## config.mk

```make
export PLATFORM = sky130hd
export DESIGN_NAME = muldiv_seq
export DESIGN_NICKNAME = d
export VERILOG_FILES = /design/src/rtl/muldiv_seq.sv
export SDC_FILE = /design/constraint.sdc
export NUM_CORES = 1
export LEC_CHECK = 0
export CORE_ASPECT_RATIO = 0.5
export CORE_MARGIN = 2
export CORE_UTILIZATION = 40
export DETAILED_ROUTE_END_ITERATION = 12
export GPL_ROUTABILITY_DRIVEN = 0
export SETUP_SLACK_MARGIN = 0.3
export SKIP_LAST_GASP = 1
export SLEW_MARGIN = 20
export SYNTH_ARGS = -nofsm -noshare
export SYNTH_HDL_FRONTEND = slang
export SYNTH_SLANG_ARGS = --single-unit
```

## constraint.sdc

```tcl
create_clock -name clock -period 4 [get_ports clock]
set_clock_uncertainty 0.2 [all_clocks]
set_input_delay 0.8 -clock clock [delete_from_list [all_inputs] [get_ports clock]]
set_output_delay 0.8 -clock clock [all_outputs]
set_load 0.02 [all_outputs]
```

## src/rtl/muldiv_seq.sv

```systemverilog
// Iterative RV32M multiply/divide unit: one shift/add-subtract step per cycle.
// The start/busy/done handshake lets the decoder stall while an operation runs.
module muldiv_seq #(
  parameter int unsigned DWIDTH = 32
) (
  input  logic              clock,
  input  logic              reset,
  input  logic              start,
  input  logic              abort,
  input  logic [2:0]        MDFunc,
  input  logic [DWIDTH-1:0] A,
  input  logic [DWIDTH-1:0] B,
  output logic              busy,
  output logic              done,
  output logic [DWIDTH-1:0] MDOut
);

  localparam int unsigned W  = DWIDTH;
  localparam int unsigned CW = $clog2(DWIDTH + 1);

  typedef enum logic [1:0] {IDLE, CALC, FIX, DONE} state_t;

  state_t          state, state_nxt;
  logic [2*W-1:0]  prod, prod_nxt;
  logic [W-1:0]    rem, rem_nxt;
  logic [W-1:0]    opnd, opnd_nxt;
  logic [CW-1:0]   cnt, cnt_nxt;
  logic [2:0]      func, func_nxt;
  logic            neg, neg_nxt;
  logic            busy_nxt, done_nxt;
  logic [W-1:0]    out_nxt;

  // Operand conditioning at accept: signedness, magnitudes and special cases
  logic         sgn_a, sgn_b, neg_a, neg_b, div_zero, div_ovf, special, accept;
  logic [W-1:0] mag_a, mag_b, special_res;

  assign sgn_a    = (MDFunc == 3'b001) || (MDFunc == 3'b010) ||
                    (MDFunc == 3'b100) || (MDFunc == 3'b110);
  assign sgn_b    = (MDFunc == 3'b001) || (MDFunc == 3'b100) || (MDFunc == 3'b110);
  assign neg_a    = sgn_a & A[W-1];
  assign neg_b    = sgn_b & B[W-1];
  assign mag_a    = neg_a ? W'(-A) : A;
  assign mag_b    = neg_b ? W'(-B) : B;
  assign div_zero = MDFunc[2] & (B == '0);
  assign div_ovf  = MDFunc[2] & ~MDFunc[0] & (A == {1'b1, {(W-1){1'b0}}}) & (&B);
  assign special  = div_zero | div_ovf;
  // Remainder ops return A (div by zero) or 0 (overflow); quotient ops all-ones or A
  assign special_res = MDFunc[1] ? (div_zero ? A : '0) : (div_zero ? '1 : A);
  assign accept   = start & ~abort & ((state == IDLE) || (state == DONE));

  // One iteration: shift-add multiply step and restoring divide step
  logic [W:0] mul_sum, div_sh, div_diff;

  assign mul_sum  = {1'b0, prod[2*W-1:W]} + (prod[0] ? {1'b0, opnd} : (W+1)'(0));
  assign div_sh   = {rem, prod[W-1]};
  assign div_diff = div_sh - {1'b0, opnd};

  // Sign fix-up and result selection
  logic [2*W-1:0] prod_sgn;
  logic [W-1:0]   quo_sgn, rem_sgn, fix_res;

  assign prod_sgn = neg ? (2*W)'(-prod) : prod;
  assign quo_sgn  = neg ? W'(-prod[W-1:0]) : prod[W-1:0];
  assign rem_sgn  = neg ? W'(-rem) : rem;

  always_comb begin
    fix_res = quo_sgn;
    case (func)
      3'b000:                 fix_res = prod_sgn[W-1:0];
      3'b001, 3'b010, 3'b011: fix_res = prod_sgn[2*W-1:W];
      3'b110, 3'b111:         fix_res = rem_sgn;
      default:                fix_res = quo_sgn;
    endcase
  end

  // Next-state and datapath control
  always_comb begin
    state_nxt = state;
    prod_nxt  = prod;
    rem_nxt   = rem;
    opnd_nxt  = opnd;
    cnt_nxt   = cnt;
    func_nxt  = func;
    neg_nxt   = neg;
    out_nxt   = MDOut;
    case (state)
      IDLE, DONE: begin
        state_nxt = IDLE;
        if (accept) begin
          func_nxt  = MDFunc;
          neg_nxt   = (MDFunc[2] & MDFunc[1]) ? neg_a : (neg_a ^ neg_b);
          opnd_nxt  = MDFunc[2] ? mag_b : mag_a;
          prod_nxt  = {{W{1'b0}}, (MDFunc[2] ? mag_a : mag_b)};
          rem_nxt   = '0;
          cnt_nxt   = '0;
          if (special) begin
            out_nxt   = special_res;
            state_nxt = DONE;
          end else begin
            state_nxt = CALC;
          end
        end
      end
      CALC: begin
        if (abort) begin
          state_nxt = IDLE;
        end else begin
          if (!func[2]) begin
            prod_nxt = {mul_sum, prod[W-1:1]};
          end else if (!div_diff[W]) begin
            rem_nxt  = div_diff[W-1:0];
            prod_nxt = {prod[2*W-1:W], prod[W-2:0], 1'b1};
          end else begin
            rem_nxt  = div_sh[W-1:0];
            prod_nxt = {prod[2*W-1:W], prod[W-2:0], 1'b0};
          end
          cnt_nxt = cnt + CW'(1);
          if (cnt == CW'(W - 1)) state_nxt = FIX;
        end
      end
      FIX: begin
        if (abort) begin
          state_nxt = IDLE;
        end else begin
          out_nxt   = fix_res;
          state_nxt = DONE;
        end
      end
      default: state_nxt = IDLE;
    endcase
    busy_nxt = (state_nxt == CALC) || (state_nxt == FIX);
    done_nxt = (state_nxt == DONE);
  end

  always_ff @(posedge clock or negedge reset) begin
    if (!reset) begin
      state <= IDLE;
      prod  <= '0;
      rem   <= '0;
      opnd  <= '0;
      cnt   <= '0;
      func  <= '0;
      neg   <= 1'b0;
      busy  <= 1'b0;
      done  <= 1'b0;
      MDOut <= '0;
    end else begin
      state <= state_nxt;
      prod  <= prod_nxt;
      rem   <= rem_nxt;
      opnd  <= opnd_nxt;
      cnt   <= cnt_nxt;
      func  <= func_nxt;
      neg   <= neg_nxt;
      busy  <= busy_nxt;
      done  <= done_nxt;
      MDOut <= out_nxt;
    end
  end

endmodule

```

==> results.yml <==
outcome:
  outcome: "finished clean"
synthesis:
  ys_ff_latch: 174
  synth_flop_cell: "dfrtp_1"
  synth_cell_type_count: 78
  syn_nets: 2297
  syn_area_per_cell_um2: 7.69
  ys_seq_area_share_pct: 26.3
  ys_warn_count: 0
  syn_area_um2: 16500
  postSynthCellCount: 2151
  synth-edff-count: 0
  async_flop_share_pct: 100
setup_path:
  worstPathRequired_ns: 4.13
  r2r_end: "MDOut[10]"
  reg2reg_setup_slack_ns: 0.30
  arrival_ns: 3.82
  cpMostUsedCell: "or4_1"
  cp_slowest_stage_delay_ns: 0.58
  path_max_fanout: 8
  path_class: "reg2reg"
  slowest_stage: "or4_1"
  worst_setup_path_start_kind: "flip-flop"
  cp_cell_sequence: "buf_4 -> or4_1 -> or4_1 -> or4_1 -> a21oi_1 -> xor2_1 -> nor2_1 -> o22ai_1 -> o21ai_0"
  end_kind: "flip-flop"
  r2r-start: "prod[31]"
  reg2regPathDepth: 9
placement:
  place_hpwl_um: 51200
  dp_cells: 2812
  port_buffers: 104
  dp_slack_ns: -0.0452
route:
  firstDrtPassIters: 6
  drc: 0
  avgViaCountPerCell: 6.17
  wl_per_cell_um: 23.0
  drtAntennaViolNets: 0
  drtIter0Drc: 2306
  vias: 17600
  routed_wl_um: 65500
floorplanning:
  fp-row-count: 52
  num_io_pins: 105
  die_area_um2: 43100
  core-area_um2: 40600
  die_w_um: 292
  dieHeight_um: 148
  initial_core_util_pct: 40.7
clock_tree:
  insertion_delay_ns: 0.47
  cts_tree: "built"
  cts_post_setup_buffers_inserted: 0
  cts-htree-levels: 4
  clock_path_buffers: 2
  cts.sinks: 174
  root_buffer: "clkbuf_16"
  path_clk_slew_ns: 0.07
  numCtsBuffers: 17
sta:
  fmax_ghz: 0.271
  min_period_ns: 3.70
  final.setup.tns_ns: 0
  finalSetupViolations: 0
  worstMarginPinSlew_ns: 0.897
  maxSlewViolCount: 0
  finalCritPeriodShare_pct: 92.4
  hold_violations: 0
  slew_headroom_pct: 40.2
  rsz0062_at_grt: "no"
  setup_slack_ns: 0.304
power:
  p_per_area_nw_per_um2: 405
  power_w: 0.00798
  irDropWorstVdd_uv: 337
  p_leak_nw: 8.33
global_route:
  grt_pass1_vias: 15900
  grt_first_pass_wirelength_um: 97900
  grt_max_degree: 81
  grt_overflow_total: 0
  grt_usage_pct: 29.8
  antenna_found_initial: 1
layout:
  layout_common_cells: "260 x nand2_1, 202 x o21ai_0, 201 x nor2_1"
  num-fill-cells: 4050
  final_util_pct: 48.5
  regArea_um2: 4360
  final_common_cell: "nand2_1"
  syn2layout_area_growth_pct: 19.1
  drive_above_1_share_pct: 11.5
  diodes: 0
  fin_nets: 2439
  multi_input_area_um2: 11500
  final_cells: 2846
run:
  drv_cap: 0
min_path:
  hp-class: "in2async"
## where the power goes
| group | switching, W | internal, W | total, W |
|---|---|---|---|
| combinational | 0.00223 | 0.00146 | 0.00369 |
| clock | 0.000821 | 0.000949 | 0.00177 |
| sequential | 0.000460 | 0.00206 | 0.00252 |
| total | 0.00351 | 0.00447 | 0.00798 |
## state kept, by name (all words and copies together) (netlist names)
register,count
prod,64
MDOut,32
opnd,32
rem,32
cnt,6
func,3
state,2
busy,1
done,1
neg,1
## critical path, delay by kind of cell, from the launching register on
family / cells / cell delay [ns]
buffers and inverters: 1 / 0.20
AO/OA/AOI/OAI: 3 / 0.67
flip-flops: 1 / 0.43
AND/OR/NAND/NOR: 4 / 1.73
XOR/XNOR: 1 / 0.32
## through the flow
| step | hold slack, ns | area [um2] |
|---|---|---|
| 3_5_place_dp | 0.270 | 19000 |
| 6_report | 0.179 | 19700 |
| 2_1_floorplan | 0.250 | 16500 |
| 5_1_grt | 0.260 | 19700 |
| 4_1_cts | 0.240 | 19600 |
| 3_3_place_gp | 0.263 | 19000 |
## Yosys cell counts, types with 23 or more instances
cell type,count,area (um2)
xor2_1,98,858
ha_1,73,913
clkbuf_1,112,420
mux2i_1,43,430
mux2_2,29,327
inv_1,74,278
o21ai_0,204,1020
o31ai_1,50,375
maj3_1,31,310
nor2_1,202,758
or3_1,25,156
nor4_1,25,156
nand2_1,260,976
xnor2_1,91,797
a21oi_1,141,706
or4_1,27,203
dfrtp_1,174,4350
a21o_1,33,248
nand2b_1,23,144
nor3_1,48,240
nand4_1,25,156
a211oi_1,24,180
nand3_1,35,175
a31oi_1,25,156
## area by class of cell
cell class	instances	share of cell area, %
Inverter	76	1.47
Clock inverter	13	0.781
Tap cell	540	3.43
Timing Repair Buffer	255	11.6
Clock buffer	19	2.25
Multi-Input combinational cell	1769	58.4
Sequential cell	174	22.1
## cells by family (layout without fill, tap and decap cells)
logic type	after synthesis	after routing	share of synthesized area, %
AO/OA/AOI/OAI	661	661	25.6
XOR/XNOR	189	189	10.0
adder cells (fa/ha/maj)	106	106	7.64
buffers and inverters	208	363	4.83
flip-flops	174	174	26.3
multiplexers	72	72	4.58
AND/OR/NAND/NOR	741	741	21.0
## routing by layer
layer | vias to the layer above | routed length (um) | GRT usage, %
li1 | 8146 | - | -
met1 | 8394 | 29200 | 43.2
met2 | 876 | 26300 | 41.5
met4 | 0 | 2280 | 11.2
met5 | - | 0 | 0
met3 | 137 | 7780 | 8.54
## what timing repair did
action,4_1_cts,5_1_grt
pin swaps,0,3
gates resized for setup,2,21
hold buffers,0,0
endpoints found under the setup margin,8,42
gates cloned,0,2
## how the worst max path moves through the flow
stage                end  slack (ns)  startpoint  cells past startpoint
2_1_floorplan    rem[16]        0.30    prod[31]                     14
3_3_place_gp    MDOut[5]        0.02       B[22]                     10
5_1_grt         prod[43]        0.30     prod[0]                     13
4_1_cts        MDOut[31]        0.33     rem[17]                      8
6_report       MDOut[10]        0.30    prod[31]                      9
3_5_place_dp   MDOut[22]       -0.05       B[22]                      9
Power figures use the tool's default switching activity.
